$ cat src/rtl/ttt_event_scheduler_if.sv
// Network-side handshake of the event scheduler: one-beat issue
// (valid / source id / start-stop code) plus the network's done strobe.
interface ttt_event_scheduler_if #(
    parameter int NUM_PROCESSORS = 10
);
    localparam int ID_W = (NUM_PROCESSORS > 1) ? $clog2(NUM_PROCESSORS) : 1;

    logic            net_valid_in;
    logic [ID_W-1:0] net_source_id;
    logic [1:0]      net_token_startstop;
    logic            net_done;

    // Scheduler side: drives the issue beat, receives done
    modport master (
        output net_valid_in,
        output net_source_id,
        output net_token_startstop,
        input  net_done
    );

    // Network side: receives the issue beat, returns done
    modport slave (
        input  net_valid_in,
        input  net_source_id,
        input  net_token_startstop,
        output net_done
    );
endinterface

$ cat src/rtl/ttt_event_scheduler.sv
// Event scheduler: captures per-processor start/stop event codes into a
// pending table, arbitrates one pending event at a time onto the network
// and waits for done (or a watchdog expiry) before issuing the next.
// Optional build macro TTT_SCHED_FIXED_PRIO_EN: lowest pending index always
// wins and no round-robin pointer exists; when undefined the arbiter is
// round-robin starting after the last granted index.
module ttt_event_scheduler #(
    parameter int NUM_PROCESSORS = 10,
    parameter int MAX_WAIT       = 255
) (
    input  logic                        clk,
    input  logic                        reset_n,
    input  logic                        enable,
    input  logic [NUM_PROCESSORS-1:0]   evt_valid,
    input  logic [2*NUM_PROCESSORS-1:0] evt_code,
    input  logic                        overflow_clr,
    ttt_event_scheduler_if.master       net,
    output logic [NUM_PROCESSORS-1:0]   pending,
    output logic                        busy,
    output logic                        overflow,
    output logic                        timeout
);
    localparam int ID_W = (NUM_PROCESSORS > 1) ? $clog2(NUM_PROCESSORS) : 1;
    // Watchdog gives up once the incremented count reaches MAX_WAIT-1
    localparam logic [16:0] WD_LIMIT = 17'(MAX_WAIT - 1);

    typedef enum logic [1:0] {
        S_IDLE  = 2'd0,
        S_ISSUE = 2'd1,
        S_WAIT  = 2'd2
    } state_t;

    state_t                    state_q;
    logic                      valid_q;
    logic [ID_W-1:0]           src_id_q;
    logic [1:0]                tok_q;
    logic                      timeout_q;
    logic [15:0]               wd_q;
    logic [16:0]               wd_inc;
    logic                      overflow_q;
    logic [NUM_PROCESSORS-1:0] pending_q;
    logic [NUM_PROCESSORS-1:0] pending_d;
    logic [NUM_PROCESSORS-1:0] cap;
    logic [NUM_PROCESSORS-1:0] clr;
    logic [NUM_PROCESSORS-1:0] ovf_hit;
    logic [1:0]                code_q [NUM_PROCESSORS];
    logic                      grant_found;
    logic [ID_W-1:0]           grant_idx;
    logic                      grant_fire;

`ifdef TTT_SCHED_FIXED_PRIO_EN
    // Fixed priority: lowest pending index wins
    always_comb begin
        grant_found = 1'b0;
        grant_idx   = '0;
        for (int k = 0; k < NUM_PROCESSORS; k++) begin
            if (!grant_found && pending_q[ID_W'(k)]) begin
                grant_found = 1'b1;
                grant_idx   = ID_W'(k);
            end
        end
    end
`else
    logic [ID_W-1:0] rr_ptr_q;

    // Round robin: first pending index strictly after the last grant, with wrap
    always_comb begin
        int idx_int;
        grant_found = 1'b0;
        grant_idx   = '0;
        idx_int     = 0;
        for (int k = 1; k <= NUM_PROCESSORS; k++) begin
            idx_int = (int'(rr_ptr_q) + k) % NUM_PROCESSORS;
            if (!grant_found && pending_q[ID_W'(idx_int)]) begin
                grant_found = 1'b1;
                grant_idx   = ID_W'(idx_int);
            end
        end
    end

    // Remember the last granted index; reset value makes processor 0 win first
    always_ff @(posedge clk or negedge reset_n) begin
        if (!reset_n) begin
            rr_ptr_q <= ID_W'(NUM_PROCESSORS - 1);
        end else if (grant_fire) begin
            rr_ptr_q <= grant_idx;
        end
    end
`endif

    assign grant_fire = (state_q == S_IDLE) && enable && grant_found;
    assign wd_inc     = {1'b0, wd_q} + 17'd1;

    // Per-processor capture: a new event beats a same-cycle grant clear,
    // and only overwriting a still-pending entry counts as overflow
    genvar gi;
    generate
        for (gi = 0; gi < NUM_PROCESSORS; gi++) begin : g_slot
            assign cap[gi]       = evt_valid[gi] && (evt_code[2*gi +: 2] != 2'b00);
            assign clr[gi]       = grant_fire && (grant_idx == ID_W'(gi));
            assign ovf_hit[gi]   = cap[gi] && pending_q[gi] && !clr[gi];
            assign pending_d[gi] = cap[gi] | (pending_q[gi] & ~clr[gi]);

            // Stored code for this processor, updated on every accepted event
            always_ff @(posedge clk or negedge reset_n) begin
                if (!reset_n) begin
                    code_q[gi] <= 2'b00;
                end else if (cap[gi]) begin
                    code_q[gi] <= evt_code[2*gi +: 2];
                end
            end
        end
    endgenerate

    // Pending-table occupancy
    always_ff @(posedge clk or negedge reset_n) begin
        if (!reset_n) begin
            pending_q <= '0;
        end else begin
            pending_q <= pending_d;
        end
    end

    // Sticky overflow; a new overwrite wins over a simultaneous clear
    always_ff @(posedge clk or negedge reset_n) begin
        if (!reset_n) begin
            overflow_q <= 1'b0;
        end else if (|ovf_hit) begin
            overflow_q <= 1'b1;
        end else if (overflow_clr) begin
            overflow_q <= 1'b0;
        end
    end

    // Issue FSM with registered issue beat, held id/code and watchdog
    always_ff @(posedge clk or negedge reset_n) begin
        if (!reset_n) begin
            state_q   <= S_IDLE;
            valid_q   <= 1'b0;
            src_id_q  <= '0;
            tok_q     <= 2'b00;
            timeout_q <= 1'b0;
            wd_q      <= '0;
        end else begin
            timeout_q <= 1'b0;
            case (state_q)
                S_IDLE: begin
                    if (grant_fire) begin
                        state_q  <= S_ISSUE;
                        valid_q  <= 1'b1;
                        src_id_q <= grant_idx;
                        tok_q    <= code_q[grant_idx];
                    end
                end
                S_ISSUE: begin
                    valid_q <= 1'b0;
                    wd_q    <= '0;
                    state_q <= S_WAIT;
                end
                S_WAIT: begin
                    if (net.net_done) begin
                        state_q <= S_IDLE;
                    end else begin
                        wd_q <= wd_inc[15:0];
                        if (wd_inc >= WD_LIMIT) begin
                            timeout_q <= 1'b1;
                            state_q   <= S_IDLE;
                        end
                    end
                end
                default: begin
                    state_q <= S_IDLE;
                    valid_q <= 1'b0;
                end
            endcase
        end
    end

    assign net.net_valid_in        = valid_q;
    assign net.net_source_id       = src_id_q;
    assign net.net_token_startstop = tok_q;
    assign pending                 = pending_q;
    assign busy                    = (state_q != S_IDLE);
    assign overflow                = overflow_q;
    assign timeout                 = timeout_q;
endmodule

$ cat src/flat_wrapper.sv
// flat-port wrapper written by rule: the top's interface ports become plain ports
module ttt_event_scheduler_flat 
#(
    parameter int NUM_PROCESSORS = 10,
    parameter int MAX_WAIT       = 255
)
  (clk, reset_n, enable, evt_valid, evt_code, overflow_clr, pending, busy, overflow, timeout, net_net_valid_in, net_net_source_id, net_net_token_startstop, net_net_done);
  ttt_event_scheduler_if #(.NUM_PROCESSORS(NUM_PROCESSORS)) net_i ();
  input  logic clk;
  input  logic reset_n;
  input  logic enable;
  input  logic [NUM_PROCESSORS-1:0] evt_valid;
  input  logic [2*NUM_PROCESSORS-1:0] evt_code;
  input  logic overflow_clr;
  output logic [NUM_PROCESSORS-1:0] pending;
  output logic busy;
  output logic overflow;
  output logic timeout;
  output wire logic [$bits(net_i.net_valid_in)-1:0] net_net_valid_in;
  output wire logic [$bits(net_i.net_source_id)-1:0] net_net_source_id;
  output wire logic [$bits(net_i.net_token_startstop)-1:0] net_net_token_startstop;
  input wire logic [$bits(net_i.net_done)-1:0] net_net_done;
  assign net_net_valid_in = net_i.net_valid_in;
  assign net_net_source_id = net_i.net_source_id;
  assign net_net_token_startstop = net_i.net_token_startstop;
  assign net_i.net_done = net_net_done;
  ttt_event_scheduler #(.NUM_PROCESSORS(NUM_PROCESSORS), .MAX_WAIT(MAX_WAIT)) u_core (.clk(clk), .reset_n(reset_n), .enable(enable), .evt_valid(evt_valid), .evt_code(evt_code), .overflow_clr(overflow_clr), .net(net_i), .pending(pending), .busy(busy), .overflow(overflow), .timeout(timeout));
endmodule
$ cat config.mk
export PLATFORM = sky130hd
export DESIGN_NAME = ttt_event_scheduler_flat
export DESIGN_NICKNAME = d
export VERILOG_FILES = /design/src/rtl/ttt_event_scheduler_if.sv /design/src/rtl/ttt_event_scheduler.sv /design/src/flat_wrapper.sv
export SDC_FILE = /design/constraint.sdc
export NUM_CORES = 1
export LEC_CHECK = 0
export ABC_AREA = 1
export CAP_MARGIN = 20
export CORE_ASPECT_RATIO = 0.8
export CORE_MARGIN = 1.5
export CORE_UTILIZATION = 35
export CTS_CLUSTER_DIAMETER = 60
export DETAILED_ROUTE_END_ITERATION = 12
export GPL_ROUTABILITY_DRIVEN = 0
export SYNTH_ARGS = -nofsm -noshare
export SYNTH_HDL_FRONTEND = slang
export SYNTH_SLANG_ARGS = --single-unit
$ cat constraint.sdc
create_clock -name clk -period 4.23 [get_ports clk]
set_input_delay 1.269 -clock clk [delete_from_list [all_inputs] [get_ports clk]]
set_output_delay 1.269 -clock clk [all_outputs]
set_load 0.01 [all_outputs]
* Word level (Yosys, flattened, before mapping)
Index checks and enable logic that the tools add are counted.
Word-level totals: register bits after elaboration 61, bits of input ports 35
Operators by class: muxes and demuxes 66, $add $sub $neg 11, magnitude comparators 12, bitwise gates (word level) 32, reduce and logical (&&, ||, !) cells 90, equal/unequal tests 14, div/mod/pow operators 10
Operators with widths (number):
- remainder unit 32 x 5 -> 32 bit, second input constant | 10
- less-than comparator 4 x 6 -> 1 bit, second input constant | 10
- logical AND 1 bit | 51
- binary-select mux 1 bit (select 4 bit) | 10
- 2-to-1 mux 4 bit | 10
- 2-to-1 mux 1 bit | 36
- case mux 16 bit (2 select lines) | 1
- nonzero test 2 bit | 13
- adder 4 x 3 -> 5 bit, second input constant | 4
- logical NOT 1 bit | 19
- adder 16 x 1 -> 17 bit, second input constant | 1
- greater-or-equal comparator 17 x 8 -> 1 bit, second input constant | 1
- equality test 4 x 3 -> 1 bit, second input constant | 4
- 2-to-1 mux 16 bit | 1
- adder 4 x 4 -> 5 bit, second input constant | 3
- inverter 1 bit | 11
- adder 4 x 2 -> 5 bit, second input constant | 2
- bitwise AND 1 bit | 10
- 2-to-1 mux 2 bit | 5
- OR 1 bit | 10
- OR reduction 10 bit | 1
- binary-select mux 2 bit (select 4 bit) | 1
- equality test 4 x 2 -> 1 bit, second input constant | 2
- equality test 4 bit, second input constant | 2
- 14 further kinds | 17

* Depth between registers and ports, before layout
depth in word-level cells 39, mapped depth 36, gate-level depth less buffers 36

* Worst setup path after synthesis
Ideal clock, no wire load.
path kind register to register, from register u_core.rr_ptr_q[1], to register u_core.overflow_q (netlist: u_core.overflow), slack 0.317 ns, data arrival time 3.787 ns, cell stages (with the launch flop) 33, clock period less this slack 3.913 ns, data required time 4.105 ns, cells stage by stage dfrtp_1 buf_4 inv_2 ha_1 inv_1 nand2_2 ha_1 inv_1 nand2_1 nand2_1 nand2_1 nor2_4 nand2_2 nand2_1 nand2_1 nand3_1 nand2_1 nand3_4 nand3_4 nor2_8 nand4_4 nor2_4 nand3_2 nand2_2 nand2_4 nand2_8 nand2_2 nor2_4 nand2_1 nand2_1 o21ai_1 nor2_1 nand3_1
Between the ends: cells in the longest elaborated chain, start to end 39, elaborated cells between the ends (all ways) 132, classes of those cells add/sub: 10; div: 10; eq/ne: 9; mux: 51; reduce/logical: 52
RTL lines:
- start: declaration | RTL line ttt_event_scheduler.sv:64 | logic [ID_W-1:0] rr_ptr_q;
- start signal: assignment | RTL line ttt_event_scheduler.sv:84 | rr_ptr_q <= ID_W'(NUM_PROCESSORS - 1);
- start signal: assignment | RTL line ttt_event_scheduler.sv:86 | rr_ptr_q <= grant_idx;
- adder 4 x 1 -> 5 bit | RTL line ttt_event_scheduler.sv:73 | idx_int = (int'(rr_ptr_q) + k) % NUM_PROCESSORS;
- remainder unit 32 x 5 -> 32 bit | RTL line ttt_event_scheduler.sv:73
- binary-select mux 1 bit (select 4 bit) | RTL line ttt_event_scheduler.sv:74 | if (!grant_found && pending_q[ID_W'(idx_int)]) begin
- 2-to-1 mux 1 bit (not written as such) (2 in a row) | RTL line ttt_event_scheduler.sv:74
- 2-to-1 mux 1 bit | RTL line ttt_event_scheduler.sv:74
- logical NOT 1 bit | RTL line ttt_event_scheduler.sv:74
- logical AND 1 bit | RTL line ttt_event_scheduler.sv:74
- 2-to-1 mux 1 bit | RTL line ttt_event_scheduler.sv:74
- [22 not listed]
- logical AND 1 bit | RTL line ttt_event_scheduler.sv:74
- 2-to-1 mux 4 bit / 2-to-1 mux 1 bit (equally long branches) | RTL line ttt_event_scheduler.sv:74
- equality test 4 x 1 -> 1 bit (tied with other cells) | RTL line ttt_event_scheduler.sv:100 | assign clr[gi] = grant_fire && (grant_idx == ID_W'(gi));
- logical AND 1 bit | RTL line ttt_event_scheduler.sv:100
- logical NOT 1 bit | RTL line ttt_event_scheduler.sv:101 | assign ovf_hit[gi] = cap[gi] && pending_q[gi] && !clr[gi];
- logical AND 1 bit | RTL line ttt_event_scheduler.sv:101
- OR reduction 10 bit * | RTL line ttt_event_scheduler.sv:128 | end else if (|ovf_hit) begin
- 2-to-1 mux 1 bit / nonzero test 2 bit (equally long branches)
- end signal: assignment | RTL line ttt_event_scheduler.sv:127 | overflow_q <= 1'b0;
- end signal: assignment | RTL line ttt_event_scheduler.sv:129 | overflow_q <= 1'b1;
- end signal: assignment | RTL line ttt_event_scheduler.sv:131 | overflow_q <= 1'b0;
- end: declaration | RTL line ttt_event_scheduler.sv:40 | logic overflow_q;
Mark *: on every way between the ends. The rest lies on a longest branch, timed or not. The select of a mux whose other input is x is not followed. A chain may end at the register's enable or synchronous reset.

* Worst setup path after layout
from register u_core.rr_ptr_q[2], to register u_core.overflow_q (netlist: u_core.overflow)
Same word-level chain as after synthesis.

==> results <==
- The flow ran to the end, and the final reports show no timing, DRC or antenna violations.
- The path depth of the worst reg2reg path is 28.
- The final count of hold timing violations is 0.
- The register-to-register setup slack is 0.06 ns.
- The first detailed-routing pass ran for 5 iterations.
- The detailed-route wire length per cell is 14.0 µm.
- Across every metal layer, demand over resource in global routing totals 0.200.
- The standard cell with the maximum stage delay on the critical path is dfrtp_2.
- The classification of the worst-slack hold path is reg2reg.
- Entering global routing, the biggest net connects 39 pins.
- The count of cells along the worst hold path is 2.
- The relative slew slack is 0.394.
- For this run, the top clock speed supported by timing is 240 MHz.
- The initial core utilization is 0.363.
- The die is 121 µm tall.
- The HPWL after detailed placement is 14,000 µm.
- The finished layout holds 1,301 standard cells, fillers aside.
- The region available for standard cell placement spans 16,800 µm².
- The clock tree from TritonCTS is yes.
- The buffer depth of the longest clock path is 2.
- The worst setup path is launched from a flip-flop.
- The number of flops mapped to enable cells by yosys is 0.
- The count of nets left with antenna violations once routing finished came out at 0.
- Clock tree synthesis inserted a total of 9 buffers.
- The setup slack after layout is 0.0578 ns.
- The mapped netlist covers 6110 µm².
- Of the cells placed in the final design, the portion with a size suffix greater than 1 is 0.294.
- The worst-case clock skew is 0.00849 ns.
- Counting instances in the post-synthesis netlist gives the leading cell types as nand2_1, nand3_1, inv_1.
- Of the post-synthesis cell area, the dominant cell type holds 0.242.
- With fillers left out, the area of the finished cells amounts to 8550 µm².
- For hold timing, the worst endpoint is u_core.net.net_source_id[1].
- The final critical delay including setup and external delays is 4.17 ns.
- The launch instance of the worst min-delay path is u_core.net.net_source_id[1].
- The count of unique library cells instantiated by Yosys is 50.
- For the pin with the worst max-slew slack, the measured transition is 0.910 ns.
- The root buffer selected by CTS is clkbuf_16.
- At the placement stage, the worst setup path has a slack of -0.0876 ns.
- The source of the worst register-to-register timing path is u_core.rr_ptr_q[2].
- In the routed design, unresolved DRC markers number 0.
- The total of buffers placed on input and output ports is 54.
- The cell area reported after detailed placement is 7350 µm².
- 55 I/O pins were placed.
- The cell with the most instances after synthesis is nand2_1.
- In the synthesized netlist the dominant register cell turns out to be dfrtp_1.
- The maximum level of the CTS H-tree is 3.
- The count of clock tree sinks is 61.
- The initial antenna violation count is 0.
- For this design, the CTS-stage hold fixing added 0 buffers.
- The endpoint of the lowest-slack register-to-register path is u_core.overflow.
- After synthesis, the cell types taking the most area are dfrtp_1, nand2_1, nand3_1.
- The die covers 18,300 µm².
- Counting stages on the worst path, the most repeated cell is nand2_2.
- In this run the worst setup path begins at u_core.rr_ptr_q[2].
- The first global-routing pass estimated 29,100 µm of wire.
- The fraction of registers with async set/reset is 1.00.
- The cell type with the highest aggregate area in the netlist is dfrtp_1.
- The worst setup path is captured at a flip-flop.
- The filler cell count in the final layout is 1,681.
- The detail-routed via count per cell is ~5.
- Setup violations remaining at the end of the flow were counted as 0.
- In this run, the number of DRC markers left after iteration 0 of detailed routing was roughly 430.
- The max-slew violation count is 0.
- After synthesis the netlist holds a flip-flop and latch count of slightly above 60.
- The placed instance count is 1,261.
- Data on the critical path arrives at its endpoint at 4.39 ns.
- The repair_antennas step left the layout with diodes totalling 0.
- Measured along the x axis, the die boundary spans 151 µm.
- The number of core rows is between 40 and 50.
- The final cycle utilization of the critical path is 0.986.
- After the last flow step, the layout net total stands at 1,146.
- A synthesized cell averages 6.54 µm².
- The post-layout utilization of the core is 0.509.
- The total overflow left after global routing is 0.
- The gate count of the mapped netlist is 934.
- The total wire length after detailed routing is between 15,000 and 20,000 µm.
- The later pin in the worst-skew pair is clocked with a latency of 0.33 ns.
- For this run, the slowest stage of the critical path takes approximately 0.48 ns.
- Of the synthesized area, sequential elements account for 0.250.
- Setup repair after global routing could not meet its margin everywhere.
- The area added between synthesis and finish is 40.0%.
- The number of global-route vias before repair is 5,803.
- Clock-pin slew was measured on the worst setup and hold paths at 0.06 ns.
- For this run, the number of Yosys warnings is 0.
- The reported max-cap violation count is 0.
- Of all nets on the critical path, the largest fanout is 8.
- The total nets after synthesis is about 1,000.
- The worst setup path is of the reg2reg kind.
- The via count is about 6,400.
- For the worst setup path, the data required time is 4.44 ns.
-- sequential cells by signal, summed over array words and instances, names as in the netlist --
name,flops
u_core.wd_q,16
u_core.timeout,1
u_core.state_q,2
u_core.overflow,1
u_core.net.net_token_startstop,2
u_core.code_q,20
u_core.pending,10
u_core.net.net_source_id,4
u_core.net.net_valid_in,1
u_core.rr_ptr_q,4
-- through the flow --
stage               hold WS, ns  TNS [ns]
global route              0.527    -0.620
floorplan                 0.471         0
CTS                       0.486         0
detailed placement        0.473    -0.111
finish                    0.490         0
global placement          0.464   -0.0927
-- cell usage in the layout, fill, tap and decap left out, drive strengths merged, types with 3 or more instances in the layout --
cell,count
clkbuf,9
mux2,19
xor2,21
o211ai,6
inv,132
nand4,15
clkinv,4
nand3,128
nand2,322
or2,8
xnor2,3
nor3,8
clkdlybuf4s50,53
o22ai,11
a21oi,8
dfrtp,59
ha,35
nand3b,6
buf,91
nor2,65
o21ai,59
-- what timing repair did --
action,CTS,global route
pin swaps,0,60
hold endpoints to repair,0,0
buffers inserted,0,24
gates cloned,0,0
endpoints found under the setup margin,5,21
resized for setup,3,175
-- metal layers --
metal,wire length [µm],track usage
met2,7850,0.287
met4,140,0.0328
met5,0,0
met1,9430,0.311
met3,829,0.0350
-- cells by family after synthesis --
kind of cell | after synthesis | synth area share
simple gates | 555 | 0.425
fa+ha+maj | 35 | 0.0717
xor+xnor | 24 | 0.0344
buf+inv | 145 | 0.0934
flops | 61 | 0.250
compound gates | 95 | 0.0903
mux | 19 | 0.0350
-- how the worst max path moves through the flow --
stage,to,slack (ns),cells past startpoint
6_report,u_core.overflow,0.06,28
5_1_grt,u_core.overflow,-0.14,28
4_1_cts,u_core.overflow,0.006,29
3_5_place_dp,u_core.overflow,-0.09,28
3_3_place_gp,u_core.overflow,-0.08,28
2_1_floorplan,u_core.overflow,0.32,32
-- area by class of cell --
type / instances / area [µm²] / area share
Tap cell: 220 / 275 / 0.0322
Sequential cell: 61 / 1530 / 0.179
Timing Repair Buffer: 144 / 1250 / 0.147
Multi-Input combinational cell: 728 / 4640 / 0.542
Clock buffer: 9 / 225 / 0.0263
Clock inverter: 7 / 105 / 0.0123
Inverter: 132 / 526 / 0.0614
-- worst max-delay path, delay by kind of cell, from the launching register on --
kind | cells | cell delay, ns
AND/OR/NAND/NOR | 24 | 2.80
flip-flops | 1 | 0.48
adder cells (fa/ha/maj) | 2 | 0.48
buffers and inverters | 2 | 0.27
Power is not shown: default switching activity piles up to over one toggle a cycle in this logic, so the estimate is an artifact.
